==> src/rtl/id_ex_stage.sv <==
// rtl/id_ex_stage.sv - RV32 decode-to-execute pipeline register (optional WB bypass: ID_EX_WB_BYPASS_EN)
module id_ex_stage #(
  parameter int XLEN  = 32,
  parameter int CNT_W = 16
) (
  input  logic             clk,
  input  logic             rst_n,

  input  logic             id_valid,
  output logic             id_ready,
  input  logic [XLEN-1:0]  id_pc,
  input  logic [4:0]       id_rs1,
  input  logic [4:0]       id_rs2,
  input  logic [4:0]       id_rd,
  input  logic             id_use_rs1,
  input  logic             id_use_rs2,
  input  logic [XLEN-1:0]  id_rs1_data,
  input  logic [XLEN-1:0]  id_rs2_data,
  input  logic [XLEN-1:0]  id_imm,
  input  logic [3:0]       id_alu_op,
  input  logic             id_reg_write,
  input  logic             id_mem_read,
  input  logic             id_mem_write,

  input  logic             wb_reg_write,
  input  logic [4:0]       wb_rd,
  input  logic [XLEN-1:0]  wb_data,

  input  logic             flush,

  input  logic             ex_ready,
  output logic             ex_valid,
  output logic [XLEN-1:0]  ex_pc,
  output logic [XLEN-1:0]  ex_op1,
  output logic [XLEN-1:0]  ex_op2,
  output logic [XLEN-1:0]  ex_imm,
  output logic [4:0]       ex_rd,
  output logic [3:0]       ex_alu_op,
  output logic             ex_reg_write,
  output logic             ex_mem_read,
  output logic             ex_mem_write,

  output logic [CNT_W-1:0] stall_cnt
);

  logic            advance;
  logic            hazard;
  logic            rs1_dep;
  logic            rs2_dep;
  logic [XLEN-1:0] op1_sel;
  logic [XLEN-1:0] op2_sel;

  // EX slot is free when empty or draining this cycle
  assign advance = ~ex_valid | ex_ready;

  // Load in EX whose destination feeds a source the ID instruction actually reads
  assign rs1_dep = id_use_rs1 & (id_rs1 == ex_rd);
  assign rs2_dep = id_use_rs2 & (id_rs2 == ex_rd);
  assign hazard  = ex_valid & ex_mem_read & (ex_rd != 5'd0) & id_valid & (rs1_dep | rs2_dep);

  // Flush consumes the ID instruction so it can be discarded on the redirect
  assign id_ready = flush | (advance & ~hazard);

`ifdef ID_EX_WB_BYPASS_EN
  // x0 reads zero; otherwise the same-cycle writeback overrides the register file read
  always_comb begin
    op1_sel = id_rs1_data;
    op2_sel = id_rs2_data;
    if (id_rs1 == 5'd0)
      op1_sel = '0;
    else if (wb_reg_write && (wb_rd == id_rs1))
      op1_sel = wb_data;
    if (id_rs2 == 5'd0)
      op2_sel = '0;
    else if (wb_reg_write && (wb_rd == id_rs2))
      op2_sel = wb_data;
  end
`else
  logic unused_wb;
  assign unused_wb = ^{wb_reg_write, wb_rd, wb_data};

  // x0 reads zero; the register file is relied on for write-first reads
  always_comb begin
    op1_sel = (id_rs1 == 5'd0) ? '0 : id_rs1_data;
    op2_sel = (id_rs2 == 5'd0) ? '0 : id_rs2_data;
  end
`endif

  // Stage register: reset > flush > hold > bubble > capture
  always_ff @(posedge clk) begin
    if (!rst_n) begin
      ex_valid     <= 1'b0;
      ex_pc        <= '0;
      ex_op1       <= '0;
      ex_op2       <= '0;
      ex_imm       <= '0;
      ex_rd        <= '0;
      ex_alu_op    <= '0;
      ex_reg_write <= 1'b0;
      ex_mem_read  <= 1'b0;
      ex_mem_write <= 1'b0;
      stall_cnt    <= '0;
    end else if (flush) begin
      ex_valid <= 1'b0;
    end else if (!advance) begin
      ex_valid <= ex_valid;
    end else if (hazard) begin
      ex_valid <= 1'b0;
      if (stall_cnt != {CNT_W{1'b1}})
        stall_cnt <= stall_cnt + 1'b1;
    end else begin
      ex_valid <= id_valid;
      if (id_valid) begin
        ex_pc        <= id_pc;
        ex_op1       <= op1_sel;
        ex_op2       <= op2_sel;
        ex_imm       <= id_imm;
        ex_rd        <= id_rd;
        ex_alu_op    <= id_alu_op;
        ex_reg_write <= id_reg_write;
        ex_mem_read  <= id_mem_read;
        ex_mem_write <= id_mem_write;
      end
    end
  end

endmodule
==> config.mk <==
export PLATFORM = sky130hd
export DESIGN_NAME = id_ex_stage
export DESIGN_NICKNAME = d
export VERILOG_FILES = /design/src/rtl/id_ex_stage.sv
export SDC_FILE = /design/constraint.sdc
export NUM_CORES = 1
export LEC_CHECK = 0
export BUFFER_PORTS_ARGS = -buffer_cell sky130_fd_sc_hd__buf_2
export CAP_MARGIN = 20
export CORE_AREA = 2 2 136 138
export DETAILED_ROUTE_END_ITERATION = 10
export DIE_AREA = 0 0 138 140
export GPL_ROUTABILITY_DRIVEN = 0
export PLACE_DENSITY = 0.75
export SYNTH_ARGS = -nofsm -noshare
export SYNTH_HDL_FRONTEND = slang
export SYNTH_SLANG_ARGS = --single-unit
==> constraint.sdc <==
create_clock -name clk -period 2.85 [get_ports clk]
set_input_delay 0.285 -clock clk [delete_from_list [all_inputs] [get_ports clk]]
set_output_delay 0.285 -clock clk [all_outputs]
set_load 0.01 [all_outputs]
==> Word level (Yosys, flattened, before mapping) <==
Cells that the tools add are included.
{ "totals": {"in_bits": 195, "regBits": 157, "wordCells": 38, "out_inout_bits": 158} }
{ "classes": {"bitwise_logic": 14, "reduce_logical": 6, "muxes": 3, "n_eq_ne": 3, "addsub": 1} }
{ "ops": {"columns": ["op", "count"], "rows": [
  ["32-bit two-way mux", 2],
  ["16-bit by 1-bit adder with 16-bit output, second input constant", 1],
  ["16-bit != test, second input constant", 1],
  ["5-bit equality test", 2],
  ["5-bit logical NOT", 2],
  ["4-bit AND reduction", 2],
  ["1-bit bitwise AND", 7],
  ["5-bit nonzero test", 1],
  ["1-bit inverter", 4],
  ["1-bit OR", 3],
  ["2-bit OR reduction", 1],
  ["1-bit two-way mux", 1]
]} }

==> Depth between registers and ports, before layout <==
{ "logic_depth": {"word_depth": 7, "mapped_depth": 9, "ltp_nobuf": 7} }

==> Least setup slack after synthesis <==
OpenSTA, ideal clock, no wires.
{ "synth_path": {"kind": "reg-to-reg", "startpoint": "register stall_cnt[0]", "endpoint": "register stall_cnt[9]", "path_slack_ns": 0.996, "path_buffers": 1, "required_time_ns": 2.780, "setup_time_ns": 0.070, "t_arrival_ns": 1.784, "path_stages_with_launch": 9, "period_less_slack_ns": 1.854, "cell_sequence": "dfxtp_1 -> ha_1 -> and4_1 -> and2_1 -> nand3_1 -> nand3_2 -> buf_6 -> or3_1 -> a21boi_1"} }
{ "synth_via": {"elab_chain_len": 2, "word_cells_on_any_way": 3, "cone_classes": "add/sub: 1; eq/ne: 1; reduce/logical: 1"} }
{ "synth_lines": {"columns": ["item", "line_no", "text"], "rows": [
  ["start, declared", "43", "output logic [CNT_W-1:0] stall_cnt"],
  ["start signal, assigned", "110", "stall_cnt <= stall_cnt + 1'b1;"],
  ["branches (longest 2 deep; another with 16-bit by 1-bit adder with 16-bit output)", null, null]
]} }
Parallel ways; which one is timed is not known.
A chain may end at the register's enable or synchronous reset.

==> Worst setup path in the final report <==
{ "layout_path": {"startpoint": "register ex_rd[4]", "endpoint": "output port id_ready"} }
{ "layout_via": {"elab_chain_len": 7, "word_cells_on_any_way": 12, "cone_classes": "eq/ne: 2; bitwise: 9; reduce/logical: 1"} }
{ "layout_lines": {"columns": ["item", "line_no", "text"], "rows": [
  ["start, declared", "37", "output logic [4:0] ex_rd,"],
  ["start signal, assigned", "118", "ex_rd <= id_rd;"],
  ["5-bit equality test (tied with other cells)", "57", "assign rs1_dep = id_use_rs1 & (id_rs1 == ex_rd);"],
  ["1-bit bitwise AND (on tied branches)", "57, 58, 59", null],
  ["1-bit OR or 1-bit bitwise AND (tied branches)", "59", "assign hazard = ex_valid & ex_mem_read & (ex_rd != 5'd0) & id_valid & (rs1_dep | rs2_dep);"],
  ["1-bit bitwise AND (*)", "59", null],
  ["1-bit inverter (no line) (*)", null, null],
  ["1-bit bitwise AND (*)", "62", "assign id_ready = flush | (advance & ~hazard);"],
  ["1-bit OR (*)", "62", null],
  ["end, declared", "10", "output logic id_ready,"]
]} }
Mark *: on every way between the ends. The rest lies on a longest branch, timed or not.

==> flow_summary_export.csv <==
group,metric,value,unit
sta,setup_tns,0,ps
place,port_buffers,314,
global_routing,grt.total_usage,0.1701,
logic_synthesis,ys_types,37,
worst_setup_path,cp.arrival,2020,ps
worst_setup_path,timing.rr.start,"ex_rd[4]$_SDFFE_PN0P_",
logic_synthesis,syn_nets,947,
finish,drive_above_1_share,0.3449,
logic_synthesis,syn_inst,751,
finish,mostFrequentLayoutCell,"buf_2",
die,dieHeight,140,µm
sta,fin_crit_sh,0.8082,
finish,final_cell_mix,"buf_2 (313), dfxtp_1 (157), nand3_1 (151)",
worst_setup_path,cp-start-kind,"flop",
logic_synthesis,syn-mean-instance-area,8.204,µm²
clocking,clockBufferDepth,2,
route,drt_iter0_markers,338,
route,via_count,6088,
die,ioPinCount,353,
global_routing,overflow,0,
die,core_area,17780,µm²
sta,worst_pin_slew,520.6,ps
global_routing,antenna_found_initial,0,
finish,fin_nets,1222,
route,drtPass1Iterations,4,
route,viasPerCell,4.805,
worst_setup_path,cp.required,2570,ps
global_routing,grt_pass1_wl,27250,µm
logic_synthesis,syn_area,6161,µm²
logic_synthesis,ys_seq_area_frac,0.5102,
logic_synthesis,ys_ff_latch,157,
sta,setup_viol_count_final,0,
route,wire_per_inst,13.34,µm
clocking,ctsHoldBuffers,0,
sta,period_needed,2303,ps
global_routing,grt_pass1_vias,5665,
route,drt_wl_total,16900,µm
worst_setup_path,reg2reg_to,"stall_cnt[12]$_SDFFE_PN0P_",
worst_setup_path,crit_path_end_kind,"output port",
finish,fillers,1743,
sta,slew_viol_final,0,
min_path,hold_path_class,"input pin to flop",
place,place_hpwl,11820,µm
clocking,cts.sinks,157,
worst_setup_path,cp_max_fo,8,
sta,max_freq,434.2,MHz
clocking,root_buffer,"clkbuf_16",
power,power_density,618.1,nW/µm²
die,start_util,0.3465,
clocking,htreeDepth,4,
finish,area_delta_synth_final,35.76,%
global_routing,grt_max_degree,141,
clocking,post-cts-setup-buffer-count,0,
power,peakVddDrop,378.9,µV
die,die_area,19320,µm²
clocking,clk_pin_slew,70,ps
sta,fin_hold_ws,79.44,ps
worst_setup_path,ff2ff_path_depth,6,
min_path,hold_depth,3,
clocking,clk_latency,420,ps
sta,relSlewSlack,0.6529,
finish,diodes,0,
clocking,cts_buffers,17,
route,ant_nets,0,
die,die_w,138,µm
clocking,cts_tree,"built",
worst_setup_path,r2r_slack,730,ps
clocking,post_cts_resized,0,
sta,hold_viol_final,0,
run,drv_cap,0,
route,route.detailed.drc,0,
die,rows,49,
power,leakagePower,3.685,nW
sta,rsz0062_at_grt,"no",
min_path,hold_end,"ex_op2[19]$_SDFFE_PN0P_",
outcome,status,"finished clean",
logic_synthesis,yosys_warnings,0,
worst_setup_path,crit_type,"flop to output port",
sta,clock_skew,10.16,ps
min_path,hold_start,"id_rs2_data[19]",
synthesized netlist by cell type:
library cell	count	area share
nor2b_1	2	0.0020
buf_6	13	0.024
o21a_1	2	0.0024
nand3_2	1	0.0016
nor3_1	2	0.0016
or2_2	1	0.0010
a21oi_4	2	0.0053
nand2b_1	2	0.0020
o21ai_1	31	0.025
and2_1	6	0.0061
ha_1	1	0.0020
dfxtp_1	157	0.51
inv_1	1	0.00061
buf_2	6	0.0049
or4_1	2	0.0024
mux2i_1	1	0.0016
nand2_1	150	0.091
nand3_1	151	0.12
nor3b_1	1	0.0012
o22ai_4	1	0.0032
and4_1	3	0.0043
nand4_1	5	0.0051
a21oi_1	2	0.0016
and3_1	2	0.0020
o211a_1	1	0.0016
a21boi_1	5	0.0061
o211ai_1	2	0.0024
clkbuf_1	39	0.024
and2b_2	1	0.0014
xnor2_1	13	0.018
buf_1	8	0.0049
or3_1	9	0.0091
nand4bb_2	1	0.0026
a21boi_0	4	0.0049
o21ai_0	119	0.097
nor2_1	2	0.0012
o31ai_1	2	0.0024
per-layer routing:
| layer | share of wire | GRT usage |
|---|---|---|
| met4 | 0.025 | 0.06874 |
| met2 | 0.46 | 0.2731 |
| met1 | 0.43 | 0.2048 |
| met5 | 0 | 0 |
| met3 | 0.090 | 0.06701 |
state kept, by name (all words and copies together), names as in the netlist:
name          flops
stall_cnt        16
ex_op1           32
ex_op2           32
ex_alu_op         4
ex_rd             5
ex_reg_write      1
ex_valid          1
ex_mem_read       1
ex_pc            32
ex_mem_write      1
ex_imm           32
logic make-up after synthesis:
group / synth area share
DFF: 0.5102
AOI/OAI and AO/OA: 0.1519
and+or+nand+nor: 0.2579
xor gates and xnor gates: 0.01848
adders and majority gates: 0.002031
buffers and inverters: 0.05788
muxes: 0.001625
worst max-delay path, stage by stage, from the launching register on:
cell	delay, ps
dfxtp_1	460
xnor2_1	160
nand4_1	160
o22ai_4	320
a21oi_1	100
or2_2	270
buf_2	140
area by class of cell:
cell class              count  area [µm²]  area share
inverters                   1       3.754   0.0004488
repair buffers            322        1675      0.2003
clock buffers              19       432.9     0.05176
clock inverters            12       161.4     0.01930
well taps                 229       286.5     0.03426
flip-flops and latches    157        3143      0.3758
multi-input cells         527        2661      0.3182
worst max path at each step:
stage	startpoint	to	slack, ps	cells past startpoint
global route	ex_rd[4]$_SDFFE_PN0P_	id_ready	360	6
finish	ex_rd[4]$_SDFFE_PN0P_	id_ready	550	6
floorplan	stall_cnt[0]$_SDFFE_PN0P_	stall_cnt[9]$_SDFFE_PN0P_	1000	8
global placement	ex_rd[4]$_SDFFE_PN0P_	stall_cnt[12]$_SDFFE_PN0P_	810	6
CTS	ex_rd[4]$_SDFFE_PN0P_	id_ready	520	6
detailed placement	ex_rd[4]$_SDFFE_PN0P_	stall_cnt[12]$_SDFFE_PN0P_	770	6
metrics by stage:
stage                     cells  area [µm²]  utilization  setup WS [ps]  total power, W
final                      1267        8364       0.4704          546.7        0.005170
after global routing       1267        8364       0.4704          357.6        0.005394
after CTS                  1267        8364       0.4704          518.0        0.005239
after detailed placement   1236        7770       0.4370          768.7        0.002909
after global placement     1236        7770       0.4370          810.5        0.002898
after floorplan             751        6161            -          996.3        0.002665
power by group:
group / leakage [nW] / switching [W] / internal (W) / total (W)
combinational: 2.12 / 0.000297 / 0.000216 / 0.000513
clock: 0.281 / 0.000928 / 0.00138 / 0.00231
sequential: 1.28 / 0.0000497 / 0.00229 / 0.00234
total: 3.69 / 0.00128 / 0.00389 / 0.00517
Power figures use the tool's default switching activity.
